===== src/rtl/sa_delay_feeder.sv =====
// sa_delay_feeder: feeds delayed echo samples for one focal point into the
// channel summer. For each channel it reads the echo buffer at
// base_addr + delay[ch] and streams the result as sum_en/delayed_sample.
// The stream is framed by start_sum and done_channel. It then waits for the
// summer's valid before pulsing done.
// Optional build macro FEED_TIMEOUT_EN: bounds the wait for sum_valid to
// 16 cycles. On expiry it sets err_timeout and still completes.
module sa_delay_feeder #(
  parameter int DATA_WIDTH   = 16,
  parameter int NUM_CHANNELS = 4,
  parameter int ADDR_WIDTH   = 10,
  parameter int DELAY_WIDTH  = 8
) (
  input  logic                                clk,
  input  logic                                reset,
  input  logic                                start,
  input  logic [ADDR_WIDTH-1:0]               base_addr,
  input  logic [NUM_CHANNELS*DELAY_WIDTH-1:0] delay_in,
  output logic                                mem_rd_en,
  output logic [$clog2(NUM_CHANNELS)-1:0]     mem_ch,
  output logic [ADDR_WIDTH-1:0]               mem_addr,
  input  logic [DATA_WIDTH-1:0]               mem_rdata,
  output logic                                start_sum,
  output logic                                sum_en,
  output logic [DATA_WIDTH-1:0]               delayed_sample,
  output logic                                done_channel,
  input  logic                                sum_valid,
  output logic                                busy,
  output logic                                done,
  output logic                                err_oob,
  output logic                                err_timeout
);

  localparam int CH_W = $clog2(NUM_CHANNELS);
  localparam int AW1  = ADDR_WIDTH + 1;

  typedef enum logic [2:0] {
    S_IDLE, S_CLR, S_READ, S_DRAIN, S_FLUSH, S_WAIT, S_FIN
  } state_t;

  state_t                              state_q, state_d;
  logic [CH_W-1:0]                     ch_q, ch_d;
  logic [ADDR_WIDTH-1:0]               base_q, base_d;
  logic [NUM_CHANNELS*DELAY_WIDTH-1:0] delay_q, delay_d;
  logic                                start_acc;

  logic                  mem_rd_en_q, mem_rd_en_d;
  logic [CH_W-1:0]       mem_ch_q, mem_ch_d;
  logic [ADDR_WIDTH-1:0] mem_addr_q, mem_addr_d;
  logic                  rd_zero_q, rd_zero_d;   // slot issued this cycle is zero-substituted
  logic                  start_sum_q, start_sum_d;
  logic                  sum_en_q, sum_en_d;
  logic                  szero_q, szero_d;       // sample slot on the summer side is zero
  logic                  done_channel_q, done_channel_d;
  logic                  busy_q, busy_d;
  logic                  done_q, done_d;
  logic                  err_oob_q, err_oob_d;

  logic [DELAY_WIDTH-1:0] dly_sel;
  logic [AW1-1:0]         addr_sum;
  logic                   issue;

`ifdef FEED_TIMEOUT_EN
  logic [4:0] tmo_q, tmo_d;
  logic       timed_out;
  logic       err_timeout_q, err_timeout_d;
`endif

  // FSM next state, channel counter and latching of the focal-point request
  always_comb begin
    state_d   = state_q;
    ch_d      = ch_q;
    base_d    = base_q;
    delay_d   = delay_q;
    start_acc = 1'b0;
`ifdef FEED_TIMEOUT_EN
    timed_out = 1'b0;
    tmo_d     = (state_q == S_WAIT) ? tmo_q + 5'd1 : 5'd0;
`endif
    case (state_q)
      S_IDLE: begin
        if (start) begin
          base_d    = base_addr;
          delay_d   = delay_in;
          ch_d      = '0;
          start_acc = 1'b1;
          state_d   = S_CLR;
        end
      end
      S_CLR: begin
        ch_d    = '0;
        state_d = S_READ;
      end
      S_READ: begin
        if (ch_q == CH_W'(NUM_CHANNELS - 1)) begin
          ch_d    = '0;
          state_d = S_DRAIN;
        end else begin
          ch_d = ch_q + 1'b1;
        end
      end
      S_DRAIN: state_d = S_FLUSH;
      S_FLUSH: state_d = S_WAIT;
      S_WAIT: begin
        if (sum_valid) begin
          state_d = S_FIN;
        end
`ifdef FEED_TIMEOUT_EN
        else if (tmo_q == 5'd15) begin
          timed_out = 1'b1;
          state_d   = S_FIN;
        end
`endif
      end
      S_FIN:   state_d = S_IDLE;
      default: state_d = S_IDLE;
    endcase
  end

  // Registered outputs are computed from the state being entered, so each
  // strobe lines up with its state. The summer side runs one cycle behind
  // the reads because the echo buffer has one cycle of read latency.
  always_comb begin
    dly_sel  = delay_q[ch_d*DELAY_WIDTH +: DELAY_WIDTH];
    addr_sum = {1'b0, base_q} + AW1'(dly_sel);
    issue    = (state_d == S_READ);

    mem_rd_en_d    = issue && !addr_sum[ADDR_WIDTH];
    mem_ch_d       = mem_rd_en_d ? ch_d : '0;
    mem_addr_d     = mem_rd_en_d ? addr_sum[ADDR_WIDTH-1:0] : '0;
    rd_zero_d      = issue && addr_sum[ADDR_WIDTH];
    start_sum_d    = (state_d == S_CLR);
    sum_en_d       = (state_q == S_READ);
    szero_d        = (state_q == S_READ) && rd_zero_q;
    done_channel_d = (state_d == S_FLUSH);
    busy_d         = (state_d != S_IDLE);
    done_d         = (state_d == S_FIN);
    err_oob_d      = start_acc ? 1'b0 : (err_oob_q | rd_zero_d);
`ifdef FEED_TIMEOUT_EN
    err_timeout_d  = start_acc ? 1'b0 : (err_timeout_q | timed_out);
`endif
  end

  // State and output registers; synchronous reset aborts any focal point
  always_ff @(posedge clk) begin
    if (reset) begin
      state_q        <= S_IDLE;
      ch_q           <= '0;
      base_q         <= '0;
      delay_q        <= '0;
      mem_rd_en_q    <= 1'b0;
      mem_ch_q       <= '0;
      mem_addr_q     <= '0;
      rd_zero_q      <= 1'b0;
      start_sum_q    <= 1'b0;
      sum_en_q       <= 1'b0;
      szero_q        <= 1'b0;
      done_channel_q <= 1'b0;
      busy_q         <= 1'b0;
      done_q         <= 1'b0;
      err_oob_q      <= 1'b0;
`ifdef FEED_TIMEOUT_EN
      tmo_q          <= 5'd0;
      err_timeout_q  <= 1'b0;
`endif
    end else begin
      state_q        <= state_d;
      ch_q           <= ch_d;
      base_q         <= base_d;
      delay_q        <= delay_d;
      mem_rd_en_q    <= mem_rd_en_d;
      mem_ch_q       <= mem_ch_d;
      mem_addr_q     <= mem_addr_d;
      rd_zero_q      <= rd_zero_d;
      start_sum_q    <= start_sum_d;
      sum_en_q       <= sum_en_d;
      szero_q        <= szero_d;
      done_channel_q <= done_channel_d;
      busy_q         <= busy_d;
      done_q         <= done_d;
      err_oob_q      <= err_oob_d;
`ifdef FEED_TIMEOUT_EN
      tmo_q          <= tmo_d;
      err_timeout_q  <= err_timeout_d;
`endif
    end
  end

  assign mem_rd_en    = mem_rd_en_q;
  assign mem_ch       = mem_ch_q;
  assign mem_addr     = mem_addr_q;
  assign start_sum    = start_sum_q;
  assign sum_en       = sum_en_q;
  assign done_channel = done_channel_q;
  assign busy         = busy_q;
  assign done         = done_q;
  assign err_oob      = err_oob_q;

  // The buffer's read data arrives in the cycle after the read strobe, which
  // is the slot's sum_en cycle. The data is therefore steered through a mux
  // selected by registered flags instead of being re-registered. Re-registering
  // would push the stream one cycle late.
  assign delayed_sample = (sum_en_q && !szero_q) ? mem_rdata : '0;

`ifdef FEED_TIMEOUT_EN
  assign err_timeout = err_timeout_q;
`else
  assign err_timeout = 1'b0;
`endif

endmodule

===== config.mk =====
export PLATFORM = sky130hd
export DESIGN_NAME = sa_delay_feeder
export DESIGN_NICKNAME = d
export VERILOG_FILES = /design/src/rtl/sa_delay_feeder.sv
export SDC_FILE = /design/constraint.sdc
export NUM_CORES = 1
export LEC_CHECK = 0
export CAP_MARGIN = 30
export CORE_ASPECT_RATIO = 1.25
export CORE_UTILIZATION = 25
export DETAILED_ROUTE_END_ITERATION = 16
export PLACE_DENSITY = 0.59
export SETUP_SLACK_MARGIN = 0.5
export SLEW_MARGIN = 10
export SYNTH_ARGS = -nofsm -noshare
export SYNTH_HDL_FRONTEND = slang
export SYNTH_SLANG_ARGS = --single-unit
export TNS_END_PERCENT = 1

===== constraint.sdc =====
create_clock -name clk -period 7.34 [get_ports clk]
set_input_delay 1.101 -clock clk [delete_from_list [all_inputs] [get_ports clk]]
set_output_delay 1.101 -clock clk [all_outputs]
set_load 0.02 [all_outputs]

# Yosys cells after proc, flatten, opt, wreduce, memory -nomap -nowiden

Index checks and enable logic that the tools add are counted.
W data, S select, Z words.

Bits in registers: 68
Bits of input ports: 62
Output and inout bits: 36
Logic and storage cells: 51

Add/sub/neg operators: 2
Equality and inequality tests: 10
Shift operators: 1
Muxes and demuxes: 10
Bitwise operators: 2
Reduce and logical (&&, ||, !) cells: 11

Operators with widths:

| operator              | count |
|---|---|
| $shiftx A32 B6 Y8     | 1 |
| $pmux W3 S6           | 1 |
| $mux W16              | 1 |
| $eq A3 B3 Y1 const B  | 4 |
| $add A10 B8 Y11       | 1 |
| $eq A3 B2 Y1 const B  | 3 |
| $mux W3               | 3 |
| $eq A3 B1 Y1 const B  | 2 |
| $pmux W2 S3           | 1 |
| $logic_and A1 B1 Y1   | 4 |
| $mux W2               | 2 |
| $reduce_or A2 Y1      | 2 |
| $logic_not A3 Y1      | 1 |
| $reduce_bool A3 Y1    | 1 |
| $add A2 B1 Y2 const B | 1 |
| $eq A2 B2 Y1 const B  | 1 |
| $logic_not A1 Y1      | 2 |
| $mux W1               | 2 |
| $reduce_and A2 Y1     | 1 |
| $not A1 Y1            | 1 |
| $or A1 B1 Y1          | 1 |

# Logic depth before layout (Yosys ltp)

Gate-level depths: netlist of run 1.

Depth in word-level cells: 9
Mapped depth: 14
Gate-level depth less buffers: 13

# Worst setup path before layout of run 1

OpenSTA, ideal clock, no wires.

Kind: input port to flip-flop
From: input port start
To: register mem_addr_q[3] (netlist: mem_addr[3])
Arrival: 3485 ps
Data required time: 7262 ps
Setup slack: 3777 ps
Stages: 14
Path through: nor2_1 -> a32oi_1 -> nor2_1 -> a21oi_2 -> buf_6 -> mux4_2 -> ha_1 -> inv_1 -> fa_1 -> nand2b_1 -> a21oi_1 -> o31ai_2 -> nand2_2 -> nor3_1

Cells in the longest elaborated chain, start to end: 8
Elaborated cells on any way between the ends: 11
Classes of those cells: 1 x add/sub; 1 x eq/ne; 1 x shift; 4 x mux; 1 x bitwise; 3 x reduce/logical

RTL lines:

| element                           | line | text |
|---|---|---|
| start, declared                   | 16   | `input logic start,` |
| $mux W2                           | 82   | `if (start) begin` |
| $pmux W2 S3                       | 80   | `case (state_q)` |
| $shiftx A32 B6 Y8                 | 124  | `dly_sel = delay_q[ch_d*DELAY_WIDTH +: DELAY_WIDTH];` |
| $add A10 B8 Y11                   | 125  | `addr_sum = {1'b0, base_q} + AW1'(dly_sel);` |
| $logic_not A1 Y1                  | 128  | `mem_rd_en_d = issue && !addr_sum[ADDR_WIDTH];` |
| $logic_and A1 B1 Y1               | 128  |  |
| $not A1 Y1 (no source line)       | -    |  |
| $reduce_or A2 Y1 (no source line) | -    |  |
| end signal, assigned              | 173  | `mem_addr_q <= mem_addr_d;` |
| end, declared                     | 49   | `logic [ADDR_WIDTH-1:0] mem_addr_q, mem_addr_d;` |

Parallel ways exist; a longest one is shown, timed or not.
A chain may end at the register's enable or synchronous reset.

# Worst setup path in the final report of run 1

Ends and elaborated chain as after synthesis.

==> impl_summary.txt, run 1 <==
----------------------------------------------------
[Place]
  Count of input and output buffers ... 96
  Placed wire-length estimate ... 5.59 mm
  Last weighted congestion value of the routability-driven placer ... between 0.7 and 0.8
  Instance area at placement ... roughly 0.0041 mm²
  Number of placed instances with taps included ... about 590

[CTS]
  Longest Clk Path Bufs ... 2
  Cells resized by post-CTS repair ... 0
  Number of buffers created by CTS ... 9
  Clock tree root buffer cell ... sky130_fd_sc_hd__clkbuf_16
  Post-CTS setup-driven buffer insertion count ... 0
  Clock latency on the worst-skew pair ... 0.33 ns
  Register clock-pin slew on the reported worst setup and hold paths ... 0.05 ns
  Hold buffers post-CTS ... 0
  TritonCTS sink count ... between 60 and 70
  Count of H-tree levels built during CTS ... 3
  CTS tree ... built

[Timing]
  Sum of negative setup slack ... 0 ns
  WHS ... roughly 0.42 ns
  Worst-Margin Slew ... 0.785 ns
  Final slew viol count ... 0
  Crit share post-route ... 0.604
  Worst clock skew ... between 0.007 and 0.008 ns
  Hold Fails Final Rpt ... 0
  Max Clk Rate ... 0.226 GHz
  RSZ-0062 raised after global routing ... false
  Relative slew slack ... 0.476
  # setup viols final ... 0
  Min Clock Period, post-route ... approximately 4.4 ns

[Yosys]
  Number of distinct library cells after synthesis ... between 40 and 50
  Register bit count reported by yosys ... approximately 70
  Share of synthesized registers carrying an async set or reset ... 0
  Cell Area, Synth ... approximately 0.003 mm²
  Main flop type after synthesis ... sky130_fd_sc_hd__dfxtp_1
  Fraction of the yosys area taken by sequential cells ... 0.447
  Number of enable-type register cells in the synthesized netlist ... 0
  Yosys warns ... 0
  Net count after synthesis ... 425
  Mean area per synthesized cell ... about 8.7 µm²
  Number of instances in the synthesized netlist ... ~350

[Detailed routing]
  Final Routed Wirelength ... about 7.5 mm
  WL per Instance ... approximately 12 µm
  Via/cell ratio ... ~4.3
  Final antenna-violating net count ... 0
  Routed via count ... between 2k and 3k
  DRC violations left ... 0
  1st-pass router iterations ... 4
  First DRT Iteration DRCs ... 102

[Pwr]
  Leakage power of the design ... approximately 1.7 nW
  Internal Dissipation ... between 0.7 and 0.8 mW
  Power share of the clock group ... 0.412
  Post-layout total power ... 1.06 mW
  Part of the power in combinational logic ... 0.192
  Share of power burned in registers ... 0.396
  Switch Pwr ... about 0.28 mW
  Switching Share ... 0.266
  Power per unit of standard cell area ... ~240 mW/mm²
  Worst IR drop on VDD ... 0.112 mV

[Setup path]
  CP max FO ... 11
  Required time of the critical path ... about 7.6 ns
  Cell family with most CP delay ... compound AO/OA/AOI/OAI gates
  Critical path type ... in2reg
  Delay of the slowest cell on the worst path ... 0.60 ns
  Crit-path most repeated cell ... sky130_fd_sc_hd__nor2_1
  Setup crit start kind ... input port
  Slowest cell on crit path ... sky130_fd_sc_hd__a21oi_2
  Critical-path cell list ... clkdlybuf4s50_1, nor2_1, a32oi_1, nor2_1, a21oi_2, mux4_2, ha_1, inv_1, fa_1, nand2b_1, a21oi_1, o31ai_2, nand2_2, nor3_1
  CP Data Arrival Time ... roughly 4.7 ns
  Number of buffer and inverter instances along the worst setup path ... 2
  Worst Setup End Kind ... flip-flop

[GRT]
  First-pass GRT wire length ... 12.2 mm
  Number of global-route vias before repair ... roughly 2.6k
  Maximum number of pins on one net before global-route repair ... 55
  Remaining Overflow, GRT ... 0
  Tot GR Track Use ... 0.126
  Number of antenna violations at the first check in global routing ... 0

[Flow run]
  Maxcap violations ... 0

[Layout]
  Fraction of final layout cells with drive strength greater than 1 ... 0.0742
  Final instance count without filler cells ... 606
  Synthesis-to-layout area growth ... 44.8%
  Design area ... roughly 0.0044 mm²
  Nets@finish ... around 500
  Number of antenna repair diodes ... 0

[Worst hold path]
  Tightest Hold Check Type ... reg2reg

[Floorplanning]
  Placeable core area ... ~0.012 mm²
  Die boundary width ... slightly above 100 µm
  Number of standard-cell rows in the floorplan ... 44
  Die height ... 125 µm
  Starting Density ... 0.260
  Number of placed I/O pins ... between 90 and 100
  Die ar. ... about 0.013 mm²

[Run status]
  Outcome ... finished, final reports clean

----------------------------------------------------
-- synthesized netlist by cell type (all sizes together), types with 6 or more instances --
| library cell | n | share of area |
|---|---|---|
| buf | 11 | 0.029 |
| a21oi | 53 | 0.088 |
| mux4 | 7 | 0.053 |
| clkbuf | 11 | 0.014 |
| inv | 6 | 0.0074 |
| nand2 | 95 | 0.12 |
| nor2 | 17 | 0.021 |
| xor2 | 6 | 0.017 |
| and2 | 19 | 0.039 |
| ha | 10 | 0.041 |
| dfxtp | 68 | 0.45 |
| nor3 | 6 | 0.014 |
-- kinds of logic (layout without fill, tap and decap cells) --
logic type               count (synthesis)  count (layout)  share of synthesized area
adder cells (fa/ha/maj)                 11              11                     0.0476
AND/OR/NAND/NOR                        153             153                      0.228
XOR/XNOR                                 6               6                     0.0172
buffers and inverters                   28             121                     0.0501
multiplexers                            12              12                     0.0698
flip-flops                              68              68                      0.447
other                                    1               1                    0.00123
AO/OA/AOI/OAI                           73              73                      0.139
-- layout make-up --
type                       instances  area (µm²)
clock buffer                      12         256
multi-input combinational        256        1530
clock inverter                     4        47.5
timing repair buffer              99         991
inverter                           6        22.5
sequential                        68        1360
fill                            1196        7310
tap                              161         201
-- flip-flops by register name (all words and copies together) (netlist names) --
| register | count |
|---|---|
| mem_rd_en | 1 |
| delay_q | 32 |
| sum_en | 1 |
| start_sum | 1 |
| szero_q | 1 |
| err_oob | 1 |
| ch_q | 2 |
| rd_zero_q | 1 |
| mem_addr | 10 |
| base_q | 10 |
| done | 1 |
| busy | 1 |
| mem_ch | 2 |
| done_channel | 1 |
| state_q | 3 |
-- worst paths after layout --
| path | from | to | slack, ns | cells past startpoint |
|---|---|---|---|---|
| setup / recovery | start | mem_addr[3] | 2.91 | 14 |
| hold / removal | rd_zero_q | szero_q | 0.42 | 1 |
| setup reg to reg | state_q[2] | mem_addr[3] | 3.39 | 13 |
| hold reg to reg | rd_zero_q | szero_q | 0.42 | 1 |
-- cell usage in the layout (no fill, tap or decap), drive strengths merged, types with 2 or more instances in the layout --
cell type,instances
xor2,6
mux2i,4
and3,4
a21o,4
a31oi,2
clkdlybuf4s50,95
clkbuf,12
mux4,7
nor2b,3
nor4b,2
nand2,95
and2,19
dfxtp,68
inv,6
clkinv,2
nor4,2
nor3,6
nand2b,2
o21ai,3
nor2,17
ha,10
buf,4
a211oi,2
a21oi,53
-- power groups by stage --
stage | combinational (mW) | clock, mW | sequential [mW]
global route | 0.226 | 0.464 | 0.423
global placement | 0.200 | 0 | 0.427
CTS | 0.205 | 0.445 | 0.419
floorplan | 0.129 | 0 | 0.426
finish | 0.203 | 0.436 | 0.419
detailed placement | 0.204 | 0 | 0.427
-- stage by stage --
step | utilization | setup WS [ns]
6_report | 0.376 | 2.91
5_1_grt | 0.376 | 2.55
4_1_cts | 0.375 | 2.86
3_5_place_dp | 0.349 | 2.51
3_3_place_gp | 0.349 | 2.66
2_1_floorplan | - | 3.78
-- layer usage --
metal / global-route usage / part of all wire
met1: 0.150 / 0.44
met2: 0.206 / 0.48
met3: 0.0391 / 0.057
met4: 0.0563 / 0.019
met5: 0 / 0
(Power assumes the default switching activity.)
==> run 2, diff against run 1 <==
==> constraint.sdc (replaced) <==
create_clock -name clk -period 4.6 [get_ports clk]
set_input_delay 0.69 -clock clk [delete_from_list [all_inputs] [get_ports clk]]
set_output_delay 0.69 -clock clk [all_outputs]
set_load 0.02 [all_outputs]
==> impl_summary.txt, run 2 (synthesis results as in run 1) <==
----------------------------------------------------
[Run status]
  Outcome ... finished, final reports clean

[Setup path]
  CP max FO ... 10 (-1)
  Setup slack, reg-to-reg ... 1.06 ns (-2.33 ns)
  Delay of the slowest cell on the worst path ... 0.52 ns (-0.08 ns)
  Worst Setup End Kind ... flip-flop
  Critical-path cell list ... clkdlybuf4s50_1, nor2_1, a32oi_1, nor2_1, a21oi_2, buf_4, mux4_2, ha_1, o211ai_1, a21oi_1, o31ai_2, nand2_2, nor3_1
  Required time of the critical path ... 4.84 ns (-2.75 ns)
  Slowest cell on crit path ... sky130_fd_sc_hd__mux4_2
  Setup crit start kind ... input port
  Cell family with most CP delay ... compound AO/OA/AOI/OAI gates
  CP Data Arrival Time ... 3.90 ns (-0.78 ns)
  Crit-path most repeated cell ... sky130_fd_sc_hd__nor2_1
  Number of buffer and inverter instances along the worst setup path ... 2 (unchanged)
  Critical path type ... in2reg

[Detailed routing]
  Via/cell ratio ... 4.34 (+0.24%)
  Final antenna-violating net count ... 0 (unchanged)
  Routed via count ... 2638 (+0.57%)
  DRC violations left ... 0 (unchanged)
  1st-pass router iterations ... 4 (unchanged)
  WL per Instance ... 12.1 µm (-2.3%)
  Final Routed Wirelength ... 7.36 mm (-2.0%)
  First DRT Iteration DRCs ... 117 (+15%)

[Timing]
  RSZ-0062 raised after global routing ... false
  Crit share post-route ... 0.795
  Final slew viol count ... 0 (unchanged)
  Hold Fails Final Rpt ... 0 (unchanged)
  Worst clock skew ... 0.00834 ns (+0.000563 ns)
  Relative slew slack ... 0.526 (+0.0491)
  Min Clock Period, post-route ... roughly 3.7 ns
  PnR worst setup slack ... 0.943 ns (-1.97 ns)
  Worst-Margin Slew ... 0.710 ns (-0.0752 ns)
  Max Clk Rate ... 0.273 GHz
  Sum of negative setup slack ... 0 ns (unchanged)
  # setup viols final ... 0 (unchanged)

[Layout]
  Top register by number of flip-flops ... delay_q
  Fraction of final layout cells with drive strength greater than 1 ... 0.0805 (+0.00638)
  Design area ... 0.00444 mm² (+0.62%)
  Commonest non-fill, non-tap cells in the layout ... sky130_fd_sc_hd__clkdlybuf4s50_1 (95), sky130_fd_sc_hd__nand2_1 (94), sky130_fd_sc_hd__dfxtp_1 (68)
  Final instance count without filler cells ... 608 (+0.33%)
  Nets@finish ... 515 (+0.39%)
  Most common cell after layout, fill and taps aside ... sky130_fd_sc_hd__clkdlybuf4s50_1
  Max FFs per register ... 32 (unchanged)
  Synthesis-to-layout area growth ... 45.7%
  Number of antenna repair diodes ... 0 (unchanged)

[CTS]
  Post-CTS setup-driven buffer insertion count ... 0 (unchanged)
  Register clock-pin slew on the reported worst setup and hold paths ... 0.06 ns (about the same)
  Clock tree root buffer cell ... sky130_fd_sc_hd__clkbuf_16
  Clock latency on the worst-skew pair ... 0.34 ns (about the same)
  Number of buffers created by CTS ... 9 (unchanged)
  Cells resized by post-CTS repair ... 0 (unchanged)
  Count of H-tree levels built during CTS ... 3 (unchanged)
  TritonCTS sink count ... 68 (unchanged)
  CTS tree ... built
  Longest Clk Path Bufs ... 2 (unchanged)
  Hold buffers post-CTS ... 0 (unchanged)

[Floorplanning]
  Starting Density ... 0.260 (unchanged)
  Die ar. ... 0.0126 mm² (unchanged)
  Die height ... 125 µm (unchanged)
  Die boundary width ... 101 µm (unchanged)
  Number of standard-cell rows in the floorplan ... 44 (unchanged)
  Number of placed I/O pins ... 98 (unchanged)
  Placeable core area ... 0.0117 mm² (unchanged)

[Pwr]
  Power per unit of standard cell area ... 387 mW/mm² (+61%)
  Power share of the clock group ... 0.422 (+0.010)
  Part of the power in combinational logic ... 0.189 (-0.003)
  Internal Dissipation ... 1.27 mW (+63%)
  Leakage power of the design ... 1.70 nW (+0.95%)
  Share of power burned in registers ... 0.389 (-0.007)
  Switch Pwr ... 0.453 mW (+61%)
  Switching Share ... 0.263 (-0.00257)
  Worst IR drop on VDD ... 0.174 mV (+56%)

[GRT]
  Maximum number of pins on one net before global-route repair ... 55 (unchanged)
  Number of antenna violations at the first check in global routing ... 0 (unchanged)
  Number of global-route vias before repair ... 2507 (-2.1%)
  Remaining Overflow, GRT ... 0 (unchanged)
  First-pass GRT wire length ... 11.9 mm (-2.2%)
  Tot GR Track Use ... 0.123 (-0.00261)

[Flow run]
  Maxcap violations ... 0 (unchanged)

[Place]
  Count of input and output buffers ... 96 (unchanged)
  Placed wire-length estimate ... 5.54 mm (-0.80%)
  Number of placed instances with taps included ... 591 (+0.34%)
  Instance area at placement ... 0.00410 mm² (+0.37%)
  Worst slack at placement ... 0.560 ns (-1.95 ns)
  Last weighted congestion value of the routability-driven placer ... 0.875 (+9.4%)

[Worst hold path]
  Tightest Hold Check Type ... reg2reg

----------------------------------------------------
run 2: changes by cell type in the layout (fill, tap and decap cells not counted):
cell / change
sky130_fd_sc_hd__clkbuf_8: -2
sky130_fd_sc_hd__bufinv_16: +1
sky130_fd_sc_hd__clkbuf_1: -1
sky130_fd_sc_hd__clkinv_2: +1
sky130_fd_sc_hd__buf_4: +2
sky130_fd_sc_hd__clkinv_4: +1
run 2: worst register-to-register path, stage by stage (launching register included):
cell and delay, ns:
sky130_fd_sc_hd__dfxtp_1 0.60, sky130_fd_sc_hd__inv_1 0.16, sky130_fd_sc_hd__a32oi_1 0.23, sky130_fd_sc_hd__nor2_1 0.07, sky130_fd_sc_hd__a21oi_2 0.17, sky130_fd_sc_hd__buf_4 0.23
sky130_fd_sc_hd__mux4_2 0.52, sky130_fd_sc_hd__ha_1 0.33, sky130_fd_sc_hd__o211ai_1 0.18, sky130_fd_sc_hd__a21oi_1 0.09, sky130_fd_sc_hd__o31ai_2 0.41, sky130_fd_sc_hd__nand2_2 0.21
sky130_fd_sc_hd__nor3_1 0.26
run 2: power by group through the flow:
stage	Sequential, mW	Combinational [mW]	Clock [mW]
2_1_floorplan	0.679	0.206	0
3_3_place_gp	0.682	0.321	0
3_5_place_dp	0.682	0.327	0
4_1_cts	0.669	0.328	0.740
5_1_grt	0.675	0.360	0.766
6_report	0.669	0.326	0.725
run 2: path summary, 6_finish.rpt:
| check | end | cells past startpoint | startpoint |
|---|---|---|---|
| max | mem_addr[3] | 13 | start |
| min reg2reg | szero_q | 1 | rd_zero_q |
| min | szero_q | 1 | rd_zero_q |
| max reg2reg | mem_addr[3] | 12 | state_q[2] |
run 2: stage by stage:
stage	hold WS [ns]	total power [mW]	utilization
2_1_floorplan	0.406	0.885	-
3_3_place_gp	0.414	1.00	0.350
3_5_place_dp	0.413	1.01	0.350
4_1_cts	0.425	1.74	0.377
5_1_grt	0.439	1.80	0.379
6_report	0.428	1.72	0.379
run 2: layout make-up:
| cell class | count | area [µm²] |
|---|---|---|
| clock inverters | 7 | 91.3 |
| flip-flops and latches | 68 | 1360 |
| clock buffers | 9 | 225 |
| multi-input cells | 256 | 1530 |
| repair buffers | 101 | 1010 |
| fillers | 1189 | 7290 |
| inverters | 6 | 22.5 |
| well taps | 161 | 201 |
run 2: routing by layer:
layer  vias to the layer above  GRT usage  part of all wire
met5                         -          0                 0
met4                         0     0.0605             0.020
met3                        12     0.0414             0.058
met2                        82      0.194              0.47
met1                      1179      0.149              0.45
li1                       1365          -                 -
==> run 3, diff against run 2 <==
--- a/config.mk
+++ b/config.mk
@@ -9,7 +9,7 @@
 export CORE_ASPECT_RATIO = 1.25
 export CORE_UTILIZATION = 25
 export DETAILED_ROUTE_END_ITERATION = 16
-export PLACE_DENSITY = 0.59
+export PLACE_DENSITY = 0.6
 export SETUP_SLACK_MARGIN = 0.5
 export SLEW_MARGIN = 10
 export SYNTH_ARGS = -nofsm -noshare
==> constraint.sdc (replaced) <==
create_clock -name clk -period 3 [get_ports clk]
set_input_delay 0.45 -clock clk [delete_from_list [all_inputs] [get_ports clk]]
set_output_delay 0.45 -clock clk [all_outputs]
set_load 0.02 [all_outputs]
==> impl_summary.txt, run 3 (synthesis results as in run 1) <==
----------------------------------------------------
[Setup path]
  Number of buffer and inverter instances along the worst setup path ... 3 (+1)
  Critical path type ... reg2reg
  Endpoint of the worst setup timing path ... err_oob
  Crit-path most repeated cell ... sky130_fd_sc_hd__ha_4
  Worst Setup End Kind ... flip-flop
  Start point of the critical path ... ch_q[1]
  Setup crit start kind ... flip-flop
  Setup slack, reg-to-reg ... 0.02 ns (-1.04 ns)
  Required time of the critical path ... 3.22 ns (-1.62 ns)
  Cell family with most CP delay ... compound AO/OA/AOI/OAI gates
  Critical-path cell list ... ha_4, a32oi_1, nor2_1, a21oi_2, buf_12, mux4_2, ha_4, inv_2, fa_2, nand2b_4, a21oi_4, o31ai_4, buf_6, nor3_2, o21a_1
  Depth of the most critical reg-to-reg path ... 15 (+3)
  CP max FO ... 7 (-3)
  Delay of the slowest cell on the worst path ... 0.52 ns (about the same)
  Slowest cell on crit path ... sky130_fd_sc_hd__mux4_2
  CP Depth ... 15 (+2)
  Reg2reg start ... ch_q[1]
  R2R Path End ... err_oob
  CP Data Arrival Time ... 3.21 ns (-0.69 ns)

[Detailed routing]
  Final antenna-violating net count ... 0 (unchanged)
  Final Routed Wirelength ... 7.76 mm (+5.5%)
  Via/cell ratio ... 4.27 (-1.6%)
  First DRT Iteration DRCs ... 143 (+22%)
  WL per Instance ... 12.1 µm (-0.11%)
  Routed via count ... 2742 (+3.9%)
  1st-pass router iterations ... 4 (unchanged)
  DRC violations left ... 0 (unchanged)

[CTS]
  Clock tree root buffer cell ... sky130_fd_sc_hd__clkbuf_16
  CTS tree ... built
  Count of H-tree levels built during CTS ... 3 (unchanged)
  Clock latency on the worst-skew pair ... 0.33 ns (about the same)
  Hold buffers post-CTS ... 0 (unchanged)
  Register clock-pin slew on the reported worst setup and hold paths ... 0.05 ns (about the same)
  Longest Clk Path Bufs ... 2 (unchanged)
  Number of buffers created by CTS ... 9 (unchanged)
  TritonCTS sink count ... 68 (unchanged)

[Timing]
  Worst clock skew ... 0.00459 ns (-0.00375 ns)
  Final slew viol count ... 0 (unchanged)
  Max Clk Rate ... between 0.3 and 0.4 GHz
  Relative slew slack ... 0.633 (+0.107)
  Min Clock Period, post-route ... approximately 3.0 ns
  Hold Fails Final Rpt ... 0 (unchanged)
  # setup viols final ... 0 (unchanged)
  WHS ... 0.432 ns (+0.00395 ns)
  PnR worst setup slack ... 0.0193 ns (-0.924 ns)
  RSZ-0062 raised after global routing ... true
  Sum of negative setup slack ... 0 ns (unchanged)
  Crit share post-route ... 0.994
  Worst-Margin Slew ... 0.550 ns (-0.160 ns)

[Place]
  Number of placed instances with taps included ... 623 (+5.4%)
  Worst slack at placement ... -0.458 ns (-1.02 ns)
  Instance area at placement ... 0.00440 mm² (+7.3%)
  Count of input and output buffers ... 96 (unchanged)
  Placed wire-length estimate ... 5.87 mm (+5.8%)
  Last weighted congestion value of the routability-driven placer ... 0.855 (-2.2%)

[Layout]
  Fill cells ... 1160 (-2.4%)
  Design area ... 0.00482 mm² (+8.5%)
  Top register by number of flip-flops ... delay_q
  Commonest non-fill, non-tap cells in the layout ... sky130_fd_sc_hd__nand2_1 (94), sky130_fd_sc_hd__clkdlybuf4s50_1 (94), sky130_fd_sc_hd__dfxtp_1 (65)
  Max FFs per register ... 32 (unchanged)
  Post-Route Utilization ... 0.411 (+0.0320)
  Final instance count without filler cells ... 642 (+5.6%)
  Nets@finish ... 550 (+6.8%)
  Total area of sequential cells ... 0.00137 mm² (+0.28%)
  Number of antenna repair diodes ... 0 (unchanged)
  Synthesis-to-layout area growth ... 58.1%
  Footprint of the multi-input gates ... 0.00170 mm² (+11%)
  Fraction of final layout cells with drive strength greater than 1 ... 0.189 (+0.109)

[Floorplanning]
  Starting Density ... 0.260 (unchanged)
  Die height ... 125 µm (unchanged)
  Die ar. ... 0.0126 mm² (unchanged)
  Number of placed I/O pins ... 98 (unchanged)
  Die boundary width ... 101 µm (unchanged)
  Number of standard-cell rows in the floorplan ... 44 (unchanged)
  Placeable core area ... 0.0117 mm² (unchanged)

[GRT]
  Maximum number of pins on one net before global-route repair ... 54 (-1.8%)
  Global-route met1 utilization ... 0.158 (+0.00834)
  Tot GR Track Use ... 0.132 (+0.00852)
  Most utilized layer in the global route result ... met2
  First-pass GRT wire length ... 12.8 mm (+7.4%)
  Remaining Overflow, GRT ... 0 (unchanged)
  Fraction of met2 tracks used by global routing ... 0.215 (+0.0214)
  Met3 Track Usage GR ... 0.0341 (-0.00727)
  Number of antenna violations at the first check in global routing ... 0 (unchanged)
  Number of global-route vias before repair ... 2747 (+9.6%)

[Worst hold path]
  Tightest Hold Check Type ... reg2reg

[Pwr]
  Post-layout total power ... 2.55 mW (+48%)
  Leakage power of the design ... 1.86 nW (+9.1%)
  Power per unit of standard cell area ... 530 mW/mm² (+37%)
  Worst IR drop on VDD ... 0.262 mV (+50%)

[Run status]
  Outcome ... finished, final reports clean

[Flow run]
  Maxcap violations ... 0 (unchanged)

----------------------------------------------------
-- run 3: how the worst min path moves through the flow --
stage,slack [ns],endpoint,start,cells after the start
after floorplan,0.41,szero_q,rd_zero_q,1
after global routing,0.46,szero_q,rd_zero_q,1
after global placement,0.42,szero_q,rd_zero_q,1
after detailed placement,0.43,szero_q,rd_zero_q,1
after CTS,0.44,szero_q,rd_zero_q,1
final,0.43,szero_q,rd_zero_q,1
-- run 3: area by class of cell --
cell class                      instances  area share
Sequential cell                        68       0.283
Clock inverter                          3     0.00312
Tap cell                              161      0.0418
Inverter                                6     0.00468
Timing Repair Buffer                  136       0.265
Multi-Input combinational cell        256       0.353
Clock buffer                           12      0.0491
-- run 3: report_power, final --
part	total, mW	leakage [nW]	internal (mW)	switching (mW)
Combinational	0.626	1.17	0.329	0.297
Clock	0.902	0.126	0.549	0.353
Sequential	1.02	0.557	0.978	0.0454
Total	2.55	1.86	1.86	0.695
-- run 3: routing by layer --
layer | part of all wire | routed length [µm]
met1 | 0.44 | 3390
met2 | 0.49 | 3800
met3 | 0.048 | 374
met4 | 0.025 | 197
met5 | 0 | 0
-- run 3: repair_timing --
item                                    in CTS  in global routing
buffers inserted                             4                  0
pin swaps                                   13                  3
gates resized for setup                     14                  9
endpoints found under the setup margin      31                 15
